[config.mk]
export PLATFORM = sky130hd
export DESIGN_NAME = ts_qracc_accum
export DESIGN_NICKNAME = d
export VERILOG_FILES = /design/src/rtl/ts_qracc_accum_pkg.sv /design/src/rtl/ts_therm_popcount.sv /design/src/rtl/ts_qracc_accum.sv
export SDC_FILE = /design/constraint.sdc
export NUM_CORES = 1
export LEC_CHECK = 0
export CORE_ASPECT_RATIO = 1.2
export CORE_MARGIN = 8
export CORE_UTILIZATION = 63
export DETAILED_ROUTE_END_ITERATION = 10
export DONT_BUFFER_PORTS = 1
export PLACE_DENSITY = 0.76
export REMOVE_ABC_BUFFERS = 1
export SETUP_SLACK_MARGIN = 0.1
export SYNTH_ARGS = -nofsm -noshare
export SYNTH_HDL_FRONTEND = slang
export SYNTH_SLANG_ARGS = --single-unit
[constraint.sdc]
create_clock -name CLK -period 9.81 [get_ports CLK]
set_clock_uncertainty 0.2 [all_clocks]
set_input_delay 0 -clock CLK [delete_from_list [all_inputs] [get_ports CLK]]
set_output_delay 0 -clock CLK [all_outputs]
set_load 0.005 [all_outputs]
[src/rtl/ts_qracc_accum_pkg.sv]
// Shared types and helpers for the ts_qracc digital back end: comparator count,
// accumulator FSM states and a reference thermometer decoder.
package qracc_pkg;

  typedef enum logic [1:0] {IDLE, ACCUM, HOLD} accState;

  localparam int defAdcBits = 4;

  function automatic int compCount(input int adcBits);
    return (1 << adcBits) - 1;
  endfunction

  // Popcount minus half scale, so comparator bubbles still decode sensibly.
  function automatic logic signed [defAdcBits-1:0] therm_decode(
    input logic [compCount(defAdcBits)-1:0] therm
  );
    int pop;
    pop = 0;
    for (int i = 0; i < compCount(defAdcBits); i++) pop += int'(therm[i]);
    return defAdcBits'(pop - (1 << (defAdcBits - 1)));
  endfunction

endpackage

[src/rtl/ts_therm_popcount.sv]
// Combinational popcount of one column's thermometer comparator outputs.
module ts_therm_popcount #(
  parameter int numInputs = 15,
  parameter int countBits = $clog2(numInputs + 1)
) (
  input  logic [numInputs-1:0] therm,
  output logic [countBits-1:0] count
);

  always_comb begin
    count = '0;
    for (int i = 0; i < numInputs; i++) count = count + countBits'(therm[i]);
  end

endmodule

[src/rtl/ts_qracc_accum.sv]
// Per-column shift-accumulator behind the ts_qracc macro: decodes one bit plane
// per accepted cycle, LSB first, and hands finished sums over valid/ready.
module ts_qracc_accum
  import qracc_pkg::*;
#(
  parameter int numCols    = 8,
  parameter int numAdcBits = 4,
  parameter int numInBits  = 4,
  parameter int accBits    = 16
) (
  input  logic                                   CLK,
  input  logic                                   RST,
  input  logic [compCount(numAdcBits)*numCols-1:0] ADC_IN,
  input  logic                                   SIGNED_ACT,
  input  logic                                   IN_VALID,
  output logic                                   IN_READY,
  input  logic                                   ABORT,
  output logic                                   OUT_VALID,
  input  logic                                   OUT_READY,
  output logic [accBits*numCols-1:0]             OUT_DATA,
  output logic                                   BUSY
);

  localparam int numComps  = compCount(numAdcBits);
  localparam int popBits   = $clog2(numComps + 1);
  localparam int halfScale = 1 << (numAdcBits - 1);
  localparam int cntBits   = (numInBits > 1) ? $clog2(numInBits) : 1;
  localparam logic [cntBits-1:0] lastPlane = cntBits'(numInBits - 1);

  if (accBits < numAdcBits + numInBits + 1) begin : gWidthCheck
    $error("ts_qracc_accum: accBits too narrow for numAdcBits+numInBits+1");
  end

  accState                    state;
  logic [cntBits-1:0]         plane;
  logic                       signMode;
  logic                       outValid;
  logic                       busy;
  logic signed [accBits-1:0]  acc  [numCols];
  logic signed [accBits-1:0]  term [numCols];
  logic [popBits-1:0]         pop  [numCols];
  logic                       accept;
  logic                       signEff;
  logic                       negate;

  for (genvar j = 0; j < numCols; j++) begin : gCol
    ts_therm_popcount #(
      .numInputs(numComps),
      .countBits(popBits)
    ) uPop (
      .therm(ADC_IN[j*numComps +: numComps]),
      .count(pop[j])
    );

    assign term[j] = $signed(accBits'(pop[j]) - accBits'(halfScale)) <<< plane;
    assign OUT_DATA[j*accBits +: accBits] = acc[j];
  end

  assign IN_READY  = (state != HOLD) && !ABORT;
  assign accept    = IN_VALID && IN_READY;
  // The first plane must see the live sign input since the latch updates on it.
  assign signEff   = (plane == '0) ? SIGNED_ACT : signMode;
  assign negate    = signEff && (plane == lastPlane);
  assign OUT_VALID = outValid;
  assign BUSY      = busy;

  always_ff @(posedge CLK) begin
    if (RST) begin
      state    <= IDLE;
      plane    <= '0;
      signMode <= 1'b0;
      outValid <= 1'b0;
      busy     <= 1'b0;
      for (int j = 0; j < numCols; j++) acc[j] <= '0;
    end else begin
      if (accept) begin
        for (int j = 0; j < numCols; j++) begin
          if (plane == '0) acc[j] <= negate ? -term[j] : term[j];
          else             acc[j] <= negate ? acc[j] - term[j] : acc[j] + term[j];
        end
        if (plane == '0) signMode <= SIGNED_ACT;
      end

      case (state)
        IDLE, ACCUM: begin
          if (ABORT) begin
            state <= IDLE;
            plane <= '0;
            busy  <= 1'b0;
          end else if (accept) begin
            busy <= 1'b1;
            if (plane == lastPlane) begin
              state    <= HOLD;
              plane    <= '0;
              outValid <= 1'b1;
            end else begin
              state <= ACCUM;
              plane <= plane + cntBits'(1);
            end
          end
        end
        // A handshake and an abort both release the result; the handshake wins.
        HOLD: begin
          if (OUT_READY || ABORT) begin
            state    <= IDLE;
            outValid <= 1'b0;
            busy     <= 1'b0;
          end
        end
        default: begin
          state    <= IDLE;
          plane    <= '0;
          outValid <= 1'b0;
          busy     <= 1'b0;
        end
      endcase
    end
  end

endmodule

# Yosys cells after proc, flatten, opt, wreduce, memory -nomap -nowiden
# Memories as Yosys holds them, arrays and structs flattened.
# Index checks and enable logic that the tools add are counted.
# W data, S select, Z words.
[word_totals] mem_bits_ro=0 reg_bits=7 inputBits=126 mem_count=1 ramBits=128 latchBits=0 wordCells=256
[classes] mux=60 mul=0 magnitude_cmp=0 addsub=145 shifts=8 n_bitwise=17 reduce_logical=11 n_eq_ne=9 div=0
[memory_table] memory="acc" words=8 word_bits=16 rd=8 rd_clocked_by_memory_dff=0 wr=8 line_no="ts_qracc_accum.sv:39" source="logic signed [accBits-1:0] acc [numCols];"
[ops] op="$mux W16" count=32
[ops] op="$add A4 B1 Y4" count=104
[ops] op="$add A16 B16 Y16" count=8
[ops] op="$neg A16 Y16" count=8
[ops] op="$sshl A5 B2 Y16" count=8
[ops] op="$sub A16 B16 Y16" count=8
[ops] op="$sub A4 B4 Y5 const B" count=8
[ops] op="$mux W1" count=17
[ops] op="$add A1 B1 Y2" count=8
[ops] op="$or A1 B1 Y1" count=16
[ops] op="$mux W2" count=7
[ops] op="$ne A2 B2 Y1 const B" count=5
[ops] op="$pmux W2 S2" count=2
[ops] op="$eq A2 B2 Y1 const B" count=2
[ops] op="$logic_not A2 Y1" count=2
[ops] op="$pmux W1 S2" count=2
[ops] op="$reduce_and A2 Y1" count=2
[ops] op="$reduce_and A4 Y1" count=1
[ops] op="$logic_and A1 B1 Y1" count=3
[ops] op="$ne A3 B3 Y1 const B" count=1
[ops] op="$add A2 B1 Y2 const B" count=1
[ops] op="$eq A2 B1 Y1 const B" count=1
[ops] op="$reduce_or A2 Y1" count=1
[ops] op="$logic_not A1 Y1" count=1
[ops] op="2 further kinds" count=2

# Longest topological paths before layout
[depth] ltp_word=20 depth_mapped=29

# Modules after synthesis
# Synthesis repeated with hierarchy kept, for this count alone.
[hier_totals] cells_unflattened=2069 area_unflattened_um2=17289.1
[by_module_without_submodules] module="ts_qracc_accum" instances=1 area_each_um2=14577.7 cells_per_inst=1792 seq_area_each_um2=3983.8
[by_module_without_submodules] module="ts_therm_popcount at gCol[0].uPop ..." instances=7 area_each_um2=340.3 cells_per_inst=35 seq_area_each_um2=0.0
[by_module_without_submodules] module="ts_therm_popcount at gCol[7].uPop" instances=1 area_each_um2=329.1 cells_per_inst=32 seq_area_each_um2=0.0

# Worst setup path before layout
# Ideal clock, no wire load.
[synth_path] path_kind="in2reg" from="in ADC_IN[60]" to="mem acc[4][15] (netlist: acc[1][15]) (data pin)" setup_ns=0.265 stages=28 required_ns=9.345 arrival_ns=5.983 setup_slack_ns=3.362 cell_sequence="ha_1 inv_1 fa_1 fa_1 fa_1 fa_1 inv_1 ha_1 inv_1 fa_1 o21ai_1 nand2_1 ha_1 nand3_1 o21ai_1 o211ai_1 nor2_1 nor2_1 xnor2_1 ha_1 clkbuf_1 a21oi_1 nand2_1 o21a_1 a31oi_1 a21oi_1 o2111a_1 or3_1"
[synth_lines] element="start: declaration" line_no="ts_qracc_accum.sv:13" source="input logic [compCount(numAdcBits)*numCols-1:0] ADC_IN,"
[synth_lines] element="end: declaration" line_no="ts_qracc_accum.sv:39"

==> impl_results.md <==
- Status: finished, final reports clean
- Worst path max stage delay: 0.61 ns
- First-pass GRT wire length: 78600 um
- CP Max Fanout: 11
- WHS: 0.0334 ns
- Vias in the first global route: 15600
- Most common cell in the netlist: inv_1
- FFs w/ async S/R, synth: 0
- Die width: 170 um
- Core ar.: 0.0279 mm^2
- Crit path from: ADC_IN[75]
- Clock-pin slew on the worst setup and hold paths: 0.07 ns
- Final Cycle Share: 0.656
- FMAX: 155 MHz
- Later-pin clock latency in the skew report: 0.43 ns
- Post-Synth Simple-Gate Area: 0.156
- Reg-to-reg setup timing slack: 4.21 ns
- Number of setup violations in the final report: 0
- Pins Over Slew Limit: 0
- Die area: 0.0340 mm^2
- Yosys reg bits: 135
- Yosys cell types: 81
- Post-CTS Repair Setup Buffers: 0
- Startpoint types: input pin
- Worst min path class: in -> reg
- All-Layer GR Usage: 0.282
- Slew @ Worst Pin: 1.08 ns
- Finished Core Util: 0.673
- Nets: 2542
- Post-synth top area share: 0.215
- Reg2Reg Depth: 16
- WP buf/inv: 3
- Mux cell area share after synthesis: 0.0108
- CTS tree: built
- Worst slew margin: 0.279
- Kind of critical path: in -> reg
- Mapped Cells: 2198
- Largest net degree at the start of global routing: 74
- Synth area leader: edfxtp_1
- Slowest-stage cell, CP: fa_1
- Storage cell area: 0.00399 mm^2
- Multi-input logic area: 0.0127 mm^2
- I/O Buffers: 0
- DR iter-0 viols: 1467
- Cell depth of the worst setup path: 24
- Post-synthesis sequential area ratio: 0.223
- Fin. Hold Viols: 0
- Worst endpoint required time: 9.78 ns
- Complex-gate fraction of the synthesized area: 0.235
- Post-cts repair resize count: 0
- WL final: 48900 um
- Detail Placement HPWL: 35800 um
- CP arrival: 6.41 ns
- CTS H-tree depth: 4
- Area contributors post-synth: edfxtp_1, ha_1, fa_1, a21oi_1, inv_1
- Ratio of cells with drive above 1 in the final layout: 0.0384
- Crit path top cell by count: fa_1
- TritonRoute pass-1 iters: 5
- Final antenna-violating net count: 0
- Clock root buffer: clkbuf_16
- CP top delay family: adder cells
- YS warnings: 0
- Top cells by count, synth: inv_1, nor2_1, nand2_1
- Reg-to-Reg End: acc[0][14]
- Worst setup endpoint: acc[1][29]
- Synth Area in Adders: 0.220
- Cell Area, Synth: 0.0179 mm^2
- Worst-path cell chain: ha_1 -> inv_1 -> fa_1 -> fa_1 -> fa_1 -> fa_1 -> inv_1 -> ha_1 -> a21o_1 -> a21oi_4 -> xor2_4 -> inv_2 -> mux4_2 -> o2111ai_2 -> nand2_1 -> xnor2_1 -> ha_1 -> and3_1 -> a22o_1 -> a31oi_1 -> a21oi_1 -> a211oi_1 -> xor2_1 -> o21ai_0
- Max Cap Viol: 0
- Via-per-instance ratio: 6.27
- Post-synthesis xor/xnor area fraction: 0.0842
- GP Congestion: 0.949
- Clock sink total: 135
- DR DRC count: 0
- Fillcell total: 2291
- EDFF count, synth: 128
- Chip Height: 201 um
- Via count: 15900
- Worst reg2reg startpoint: plane[0]
- Top FF cell, synth: edfxtp_1
- TritonCTS buffer count: 17
- Total grt overflow: 0
- Largest family of logic cells by synthesized area: compound AO/OA/AOI/OAI gates
- CTS Buffer Depth: 2
- CP Capture Type: flop
- Area grow syn2layout: 5.17%
- Syn_area_per_cell: 8.13 um^2
- Initial core utilization: 0.640
- Drt wl/cell: 19.2 um
- Row count: 67
- Io pins: 257
- Initial antenna violation count: 2
- Final Critical Period: 6.44 ns
- RSZ-0062 raised after global routing: no
[worst min path at each step]
stage	start	endpoint	slack, ns	depth (start not counted)
2_1_floorplan	ABORT	IN_READY	-0.16	1
3_3_place_gp	RST	plane[1]	-0.13	1
3_5_place_dp	RST	plane[1]	-0.13	1
4_1_cts	ADC_IN[33]	acc[0][32]	0.02	5
5_1_grt	ADC_IN[33]	acc[0][32]	0.04	5
6_report	ADC_IN[33]	acc[0][32]	0.03	5
[layout make-up]
class,instances,area share
antenna,1,0.000133
clock buffer,23,0.0266
clock inverter,9,0.00326
inverter,232,0.0463
multi-input combinational,1737,0.674
sequential,135,0.212
tap,379,0.0252
timing repair buffer,27,0.0120
[stage by stage]
stage | area, um^2 | TNS (ns) | std cells | setup slack [ns]
floorplan | 17500 | -0.00499 | 2104 | -0.00499
global placement | 18100 | 0 | 2501 | 3.16
detailed placement | 18100 | 0 | 2501 | 2.93
CTS | 18800 | 0 | 2542 | 3.41
global route | 18800 | 0 | 2543 | 2.91
finish | 18800 | 0 | 2543 | 3.37
[what timing repair did]
item | in CTS | in global routing
hold endpoints to repair | 51 | 0
hold buffers | 9 | 0
setup endpoints to repair | 0 | 0
[routing by layer]
| layer | global-route usage | part of all wire | routed length [um] |
|---|---|---|---|
| met5 | 0 | 0.00027 | 13 |
| met4 | 0.121 | 0.037 | 1800 |
| met3 | 0.0687 | 0.090 | 4380 |
| met2 | 0.457 | 0.46 | 22700 |
| met1 | 0.350 | 0.41 | 20000 |
[registers in the layout (all words and copies together) (netlist names)]
name,cells
BUSY,1
OUT_VALID,1
acc,128
plane,2
signMode,1
state,2
[cell families (layout without fill, tap and decap cells)]
group           after synthesis  count (layout)
fa+ha+maj                   266             266
buf+inv                     326             291
xor+xnor                    168             168
mux                          18              18
other cells                   0               1
flops                       135             135
compound gates              668             668
simple gates                617             617
[cells in the final DEF, fill, tap and decap left out, types with 9 or more instances in the layout]
cell type,Yosys,layout
o21a_1,46,46
o31ai_1,18,18
mux2i_1,16,16
xnor2_1,89,89
o31a_1,10,10
a21o_1,26,26
or3_1,14,14
nand4_1,18,18
a31oi_1,20,20
o211ai_1,19,19
nor2b_1,21,21
nand2b_1,43,41
nor2_1,208,205
nand3_1,37,37
fa_1,80,80
xor2_1,76,76
nor3_1,32,32
clkbuf_16,0,18
o21ai_1,46,46
edfxtp_1,128,128
a211oi_1,49,49
a22oi_1,9,9
buf_4,3,18
and3_1,18,18
o21bai_1,12,12
nand2_1,194,193
ha_1,186,185
a21oi_1,186,186
o22ai_1,23,23
inv_1,225,225
o21ai_0,129,129
dlygate4sd3_1,0,9
[worst register-to-register path, cell delays in order (launching register included)]
cell      delay (ns)
dfxtp_2         0.32
inv_2           0.40
ha_2            0.31
mux2i_1         0.46
nand2b_4        0.57
buf_4           0.64
nor2_2          0.28
nor3_1          0.23
a21oi_1         0.06
nand3_1         0.15
ha_1            0.28
o21a_1          0.22
o211a_1         0.15
or4_1           0.48
a31oi_1         0.25
nor4_1          0.07
a211o_1         0.29
Power is not shown: default switching activity piles up to over one toggle a cycle in this logic, so the estimate is an artifact.
